[src/rtl/cache_mem_arbiter_if.sv]
// Bundle between the arbiter, both cache miss ports and the physical line port.
// No state here; the arbiter registers every pmem strobe and response.
interface cache_mem_arbiter_if #(
   parameter int LINE_W = 256,
   parameter int ADDR_W = 32
);
   logic              icache_pmem_read;
   logic [ADDR_W-1:0] icache_pmem_address;
   logic [LINE_W-1:0] icache_pmem_rdata;
   logic              icache_pmem_resp;

   logic              dcache_pmem_read;
   logic              dcache_pmem_write;
   logic [ADDR_W-1:0] dcache_pmem_address;
   logic [LINE_W-1:0] dcache_pmem_wdata;
   logic [LINE_W-1:0] dcache_pmem_rdata;
   logic              dcache_pmem_resp;

   logic              pmem_read;
   logic              pmem_write;
   logic [ADDR_W-1:0] pmem_address;
   logic [LINE_W-1:0] pmem_wdata;
   logic [LINE_W-1:0] pmem_rdata;
   logic              pmem_resp;

   modport slave (
      input  icache_pmem_read, icache_pmem_address,
      output icache_pmem_rdata, icache_pmem_resp,
      input  dcache_pmem_read, dcache_pmem_write, dcache_pmem_address, dcache_pmem_wdata,
      output dcache_pmem_rdata, dcache_pmem_resp,
      output pmem_read, pmem_write, pmem_address, pmem_wdata,
      input  pmem_rdata, pmem_resp
   );

   modport master (
      output icache_pmem_read, icache_pmem_address,
      input  icache_pmem_rdata, icache_pmem_resp,
      output dcache_pmem_read, dcache_pmem_write, dcache_pmem_address, dcache_pmem_wdata,
      input  dcache_pmem_rdata, dcache_pmem_resp,
      input  pmem_read, pmem_write, pmem_address, pmem_wdata,
      output pmem_rdata, pmem_resp
   );
endinterface

[src/rtl/cache_mem_arbiter.sv]
// Round-robin sharing of the pmem line port between I-cache and D-cache; strobes one cycle after grant, resp one cycle after pmem_resp.
// Backpressure: the losing side gets no resp and simply keeps its request held until its turn.
module cache_mem_arbiter #(
   parameter int LINE_W = 256,
   parameter int ADDR_W = 32
) (
   input  logic                 clk,
   input  logic                 rst_n,
   cache_mem_arbiter_if.slave   bus
);
   typedef enum logic [1:0] {IDLE, BUSY_I, BUSY_D, DONE} state_t;

   state_t            state, state_nxt;
   logic              grant_i, grant_d;
   logic              i_req, d_req;
   logic              last_grant;
   logic              op_write;
   logic              resp_side;
   logic [ADDR_W-1:0] addr_q;
   logic [LINE_W-1:0] wdata_q;
   logic [LINE_W-1:0] i_rdata_q;
   logic [LINE_W-1:0] d_rdata_q;

   assign i_req = bus.icache_pmem_read;
   assign d_req = bus.dcache_pmem_read | bus.dcache_pmem_write;

   always_comb begin
      state_nxt = state;
      grant_i   = 1'b0;
      grant_d   = 1'b0;
      case (state)
         IDLE: begin
            if (i_req && d_req) begin
               grant_i = last_grant;
               grant_d = ~last_grant;
            end else begin
               grant_i = i_req;
               grant_d = d_req;
            end
            if (grant_i)      state_nxt = BUSY_I;
            else if (grant_d) state_nxt = BUSY_D;
         end
         BUSY_I, BUSY_D: begin
            if (bus.pmem_resp) state_nxt = DONE;
         end
         DONE:    state_nxt = IDLE;
         default: state_nxt = IDLE;
      endcase
   end

   always_ff @(posedge clk or negedge rst_n) begin
      if (!rst_n) state <= IDLE;
      else        state <= state_nxt;
   end

   // Transaction is frozen at grant so requester inputs may wander during BUSY.
   always_ff @(posedge clk or negedge rst_n) begin
      if (!rst_n) begin
         last_grant <= 1'b0;
         op_write   <= 1'b0;
         resp_side  <= 1'b0;
         addr_q     <= '0;
         wdata_q    <= '0;
         i_rdata_q  <= '0;
         d_rdata_q  <= '0;
      end else begin
         if (grant_i) begin
            last_grant <= 1'b0;
            op_write   <= 1'b0;
            addr_q     <= bus.icache_pmem_address;
            wdata_q    <= '0;
         end else if (grant_d) begin
            last_grant <= 1'b1;
            op_write   <= bus.dcache_pmem_write;
            addr_q     <= bus.dcache_pmem_address;
            wdata_q    <= bus.dcache_pmem_wdata;
         end
         if (state == BUSY_I && bus.pmem_resp) begin
            i_rdata_q <= bus.pmem_rdata;
            resp_side <= 1'b0;
         end
         if (state == BUSY_D && bus.pmem_resp) begin
            if (!op_write) d_rdata_q <= bus.pmem_rdata;
            resp_side <= 1'b1;
         end
      end
   end

   assign bus.pmem_read         = (state == BUSY_I || state == BUSY_D) && !op_write;
   assign bus.pmem_write        = (state == BUSY_I || state == BUSY_D) &&  op_write;
   assign bus.pmem_address      = addr_q;
   assign bus.pmem_wdata        = wdata_q;
   assign bus.icache_pmem_resp  = (state == DONE) && !resp_side;
   assign bus.dcache_pmem_resp  = (state == DONE) &&  resp_side;
   assign bus.icache_pmem_rdata = i_rdata_q;
   assign bus.dcache_pmem_rdata = d_rdata_q;
endmodule

[src/flat_wrapper.sv]
// flat-port wrapper written by rule: the top's interface ports become plain ports
module cache_mem_arbiter_flat 
#(
   parameter int LINE_W = 256,
   parameter int ADDR_W = 32
)
  (clk, rst_n, bus_icache_pmem_read, bus_icache_pmem_address, bus_icache_pmem_rdata, bus_icache_pmem_resp, bus_dcache_pmem_read, bus_dcache_pmem_write, bus_dcache_pmem_address, bus_dcache_pmem_wdata, bus_dcache_pmem_rdata, bus_dcache_pmem_resp, bus_pmem_read, bus_pmem_write, bus_pmem_address, bus_pmem_wdata, bus_pmem_rdata, bus_pmem_resp);
  cache_mem_arbiter_if #(.LINE_W(LINE_W), .ADDR_W(ADDR_W)) bus_i ();
  input  logic clk;
  input  logic rst_n;
  input wire logic [$bits(bus_i.icache_pmem_read)-1:0] bus_icache_pmem_read;
  input wire logic [$bits(bus_i.icache_pmem_address)-1:0] bus_icache_pmem_address;
  output wire logic [$bits(bus_i.icache_pmem_rdata)-1:0] bus_icache_pmem_rdata;
  output wire logic [$bits(bus_i.icache_pmem_resp)-1:0] bus_icache_pmem_resp;
  input wire logic [$bits(bus_i.dcache_pmem_read)-1:0] bus_dcache_pmem_read;
  input wire logic [$bits(bus_i.dcache_pmem_write)-1:0] bus_dcache_pmem_write;
  input wire logic [$bits(bus_i.dcache_pmem_address)-1:0] bus_dcache_pmem_address;
  input wire logic [$bits(bus_i.dcache_pmem_wdata)-1:0] bus_dcache_pmem_wdata;
  output wire logic [$bits(bus_i.dcache_pmem_rdata)-1:0] bus_dcache_pmem_rdata;
  output wire logic [$bits(bus_i.dcache_pmem_resp)-1:0] bus_dcache_pmem_resp;
  output wire logic [$bits(bus_i.pmem_read)-1:0] bus_pmem_read;
  output wire logic [$bits(bus_i.pmem_write)-1:0] bus_pmem_write;
  output wire logic [$bits(bus_i.pmem_address)-1:0] bus_pmem_address;
  output wire logic [$bits(bus_i.pmem_wdata)-1:0] bus_pmem_wdata;
  input wire logic [$bits(bus_i.pmem_rdata)-1:0] bus_pmem_rdata;
  input wire logic [$bits(bus_i.pmem_resp)-1:0] bus_pmem_resp;
  assign bus_i.icache_pmem_read = bus_icache_pmem_read;
  assign bus_i.icache_pmem_address = bus_icache_pmem_address;
  assign bus_icache_pmem_rdata = bus_i.icache_pmem_rdata;
  assign bus_icache_pmem_resp = bus_i.icache_pmem_resp;
  assign bus_i.dcache_pmem_read = bus_dcache_pmem_read;
  assign bus_i.dcache_pmem_write = bus_dcache_pmem_write;
  assign bus_i.dcache_pmem_address = bus_dcache_pmem_address;
  assign bus_i.dcache_pmem_wdata = bus_dcache_pmem_wdata;
  assign bus_dcache_pmem_rdata = bus_i.dcache_pmem_rdata;
  assign bus_dcache_pmem_resp = bus_i.dcache_pmem_resp;
  assign bus_pmem_read = bus_i.pmem_read;
  assign bus_pmem_write = bus_i.pmem_write;
  assign bus_pmem_address = bus_i.pmem_address;
  assign bus_pmem_wdata = bus_i.pmem_wdata;
  assign bus_i.pmem_rdata = bus_pmem_rdata;
  assign bus_i.pmem_resp = bus_pmem_resp;
  cache_mem_arbiter #(.LINE_W(LINE_W), .ADDR_W(ADDR_W)) u_core (.clk(clk), .rst_n(rst_n), .bus(bus_i));
endmodule
[config.mk]
export PLATFORM = sky130hd
export DESIGN_NAME = cache_mem_arbiter_flat
export DESIGN_NICKNAME = d
export VERILOG_FILES = /design/src/rtl/cache_mem_arbiter_if.sv /design/src/rtl/cache_mem_arbiter.sv /design/src/flat_wrapper.sv
export SDC_FILE = /design/constraint.sdc
export NUM_CORES = 1
export LEC_CHECK = 0
export ABC_AREA = 0
export CELL_PAD_IN_SITES_DETAIL_PLACEMENT = 0
export CELL_PAD_IN_SITES_GLOBAL_PLACEMENT = 1
export CORE_AREA = 2 2 537 539
export DETAILED_ROUTE_END_ITERATION = 8
export DIE_AREA = 0 0 539 541
export DONT_BUFFER_PORTS = 1
export GPL_TIMING_DRIVEN = 0
export MAX_ROUTING_LAYER = met4
export PLACE_DENSITY = 0.33
export SLEW_MARGIN = 20
export SYNTH_ARGS = -nofsm -noshare
export SYNTH_HDL_FRONTEND = slang
export SYNTH_SLANG_ARGS = --single-unit
[constraint.sdc]
create_clock -name clk -period 2.4 [get_ports clk]
set_clock_uncertainty 0.1 [all_clocks]
set_input_delay 0.36 -clock clk [delete_from_list [all_inputs] [get_ports clk]]
set_output_delay 0.36 -clock clk [all_outputs]
set_load 0.05 [all_outputs]
==> impl_metrics.csv <==
group,metric,value,unit
run_status,outcome,"completed",
clock_tree,cts_tree,"built",
place,numPortBuffers,0,
global_routing,grt_pass1_vias,22200,
cells_and_area,drive_above_1_share,30.7,%
synth,synth_area_per_cell,16.0,um^2
route,wl_per_cell,26.8,um
synth,yosysWarnings,0,
synth,synth-main-ff-cell,"dfrtp_1",
timing,fin_setup_tns,0,ns
floorplanning,die_h,541,um
worst_setup_path,regToRegSetupSlack,0.13,ns
worst_setup_path,cp.required,1.94,ns
power_and_ir_drop,peakVddDrop,0.000739,V
worst_setup_path,cp_max_fo,3,
global_routing,busiest_layer,"met2",
synth,ys_seq_area_share,67.4,%
route,via_per_inst,3.18,
clock_tree,clock_sinks,805,
worst_setup_path,cp_top_family,"flip-flops",
worst_setup_path,reg2reg_depth,6,
synth,synth.cell_area,0.0299,mm^2
power_and_ir_drop,internal_power,36.8,mW
synth,synth_area_leader_cell,"dfrtp_1",
worst_setup_path,slowest_stage,"dfrtp_1",
synth,synthArstFlopShare,100,%
route,wl,174000,um
synth,synth.most_common_cell,"dfrtp_1",
power_and_ir_drop,totalPowerFinal,81.2,mW
power_and_ir_drop,seqPwrFrac,62.8,%
place,hpwl,142000,um
timing,worst_pin_slew,0.925,ns
floorplanning,num_io_pins,1386,
global_routing,overflow,0,
cells_and_area,final_cells,6500,
worst_setup_path,critPathBufInv,1,
cells_and_area,area_growth_syn_to_layout,49.2,%
global_routing,globalRouteTotalUtil,11.8,%
timing,rsz0062_at_grt,"true",
global_routing,use_met1,11.3,%
route,num_vias,20600,
synth,yosys-top-cells-area,"dfrtp_1 (67%), mux2_2 (19%), a22o_1 (7.6%), buf_2 (1.5%), buf_6 (0.90%)",
worst_setup_path,crit_chain,"inv_2 > ha_4 > nor2b_4",
floorplanning,core,0.286,mm^2
global_routing,use_met3,4.37,%
timing,setup-violations-final,0,
floorplanning,die-area,0.292,mm^2
clock_tree,cts_max_level,3,
route,firstDrtPassIters,7,
synth,yosys-top-cells-count,"dfrtp_1 (805), mux2_2 (512), a22o_1 (258)",
run,drv_cap,0,
place,place.gp.congestion,0.914,
place,placed_cells,5654,
timing,drv_slew,0,
place,place_ws,-1.34,ns
power_and_ir_drop,power_frac_comb,17.8,%
timing,relSlewSlack,38.3,%
power_and_ir_drop,clockPowerShare,19.4,%
route,final_antenna_net_count,0,
cells_and_area,nFillCells,31600,
floorplanning,start_util,10.4,%
global_routing,grt_first_pass_wirelength,227000,um
timing,min_period,2.35,ns
worst_setup_path,cp_slowest_stage_delay,0.38,ns
worst_setup_path,r2r_start,"u_core.state[1]$_DFFE_PN0P_",
clock_tree,clk_pin_slew,0.07,ns
clock_tree,clk_path_buf_depth,4,
route,drc,0,
worst_setup_path,startpoint_type,"register",
synth,synth-seq-cells,805,
power_and_ir_drop,pwr_density_cell,1820,mW/mm^2
synth,synth_fp_nets,2454,
power_and_ir_drop,p_sw_share,54.7,%
global_routing,use_met2,21.4,%
synth,synth_top_area_share,67.4,%
synth,synth-edff-count,0,
global_routing,grt_start_max_net_pins,176,
power_and_ir_drop,p_leak,18.1,nW
min_path,hold_path_class,"primary input to async pin",
route,drtIter0Drc,1023,
timing,hold_viol,0,
clock_tree,cts-root-buf,"clkbuf_16",
worst_setup_path,cp.arrival,1.89,ns
worst_setup_path,worst-setup-path-type,"register to primary output",
synth,synth_cells,1868,
timing,finalWorstSetupSlack,0.0462,ns
clock_tree,cts_buffers,103,
power_and_ir_drop,switchingPower,44.4,mW
worst_setup_path,end_kind,"primary output",
synth,yosysUniqueCellTypes,28,
floorplanning,die_x,539,um
cells_and_area,nets,3165,
worst_setup_path,regToRegEndpoint,"u_core.op_write$_DFFE_PN0P_",
timing,fmax,425,MHz
clock_tree,clkLatencyLatePin,0.79,ns
timing,period_share,98.1,%
floorplanning,rows,197,
cells_and_area,final_util,15.6,%
global_routing,antenna_found_initial,96,
==> power groups by stage <==
stage          combinational, mW  sequential, mW  clock, mW
6_report                    14.5            51.0       15.7
4_1_cts                     14.7            51.4       16.4
2_1_floorplan               10.0            46.1          0
3_3_place_gp                12.7            51.8          0
5_1_grt                     15.8            51.7       16.9
3_5_place_dp                13.3            51.6          0
==> routing by layer <==
layer / vias to the layer above / routed length (um)
li1: 8447 / -
met1: 10700 / 59000
met2: 1206 / 91400
met3: 317 / 15900
met4: 0 / 7620
met5: - / 0
==> state kept, by name (all words and copies together), names as in the netlist <==
| register | cells |
|---|---|
| u_core.bus.pmem_wdata | 256 |
| u_core.bus.dcache_pmem_rdata | 256 |
| u_core.bus.icache_pmem_rdata | 256 |
| u_core.resp_side | 1 |
| u_core.last_grant | 1 |
| u_core.bus.pmem_address | 32 |
| u_core.op_write | 1 |
| u_core.state | 2 |
==> tightest hold or removal path: stages <==
cell	delay, ns
dlygate4sd3_1	0.62
buf_16	0.19
buf_12	0.20
==> cells by family after synthesis <==
| group | share of synthesized area (%) |
|---|---|
| DFF | 67.4 |
| and+or+nand+nor | 0.607 |
| AOI/OAI and AO/OA | 9.58 |
| muxes | 19.4 |
| adders and majority gates | 0.168 |
| buffers and inverters | 2.86 |
==> worst max path at each step <==
stage | cells after the start | end | start
3_3_place_gp | 6 | u_core.bus.icache_pmem_rdata[225]$_DFFE_PN0P_ | u_core.state[1]$_DFFE_PN0P_
5_1_grt | 3 | bus_pmem_read | u_core.state[1]$_DFFE_PN0P_
3_5_place_dp | 6 | u_core.bus.icache_pmem_rdata[217]$_DFFE_PN0P_ | u_core.state[1]$_DFFE_PN0P_
4_1_cts | 3 | bus_pmem_read | u_core.state[0]$_DFFE_PN0P_
6_report | 3 | bus_pmem_read | u_core.state[0]$_DFFE_PN0P_
2_1_floorplan | 3 | bus_pmem_read | u_core.state[0]$_DFFE_PN0P_
==> area by class of cell <==
| cell class | instances | area, um^2 | share of cell area (%) |
|---|---|---|---|
| timing repair buffer | 606 | 6270 | 14.1 |
| multi-input combinational | 925 | 8920 | 20.0 |
| antenna | 61 | 153 | 0.343 |
| inverter | 3 | 11.3 | 0.0253 |
| tap | 3781 | 4730 | 10.6 |
| clock buffer | 155 | 3020 | 6.79 |
| sequential | 805 | 20100 | 45.2 |
| buffer | 135 | 985 | 2.21 |
| clock inverter | 29 | 327 | 0.733 |
==> through the flow <==
stage | area [um^2] | hold WS (ns)
2_1_floorplan | 29900 | -0.0356
3_3_place_gp | 34600 | 0.00612
3_5_place_dp | 34700 | -0.0310
4_1_cts | 44300 | -0.0405
5_1_grt | 44500 | 0.0447
6_report | 44600 | 0.0958
==> cell usage in the layout, fill, tap and decap left out, types with 3 or more instances in the layout <==
cell type	n
a22o_1	258
o21ai_0	33
clkbuf_1	41
clkbuf_8	24
buf_8	3
ha_1	3
nor2_1	32
clkbuf_16	105
buf_16	9
buf_12	4
mux2_2	512
a31oi_1	32
clkinv_2	17
a21oi_1	34
clkbuf_4	10
bufinv_16	5
dfrtp_1	805
dlygate4sd3_1	589
buf_2	50
diode_2	61
buf_4	30
buf_6	31
==> repair_timing <==
| action | in CTS | in global routing |
|---|---|---|
| cloned | 0 | 1 |
| hold endpoints to repair | 1228 | 11 |
| setup endpoints to repair | 519 | 259 |
| setup buffers | 4 | 1 |
| pin swaps | 1 | 1 |
| hold buffers | 591 | 3 |
| resized for setup | 48 | 16 |
Power figures use the tool's default switching activity.
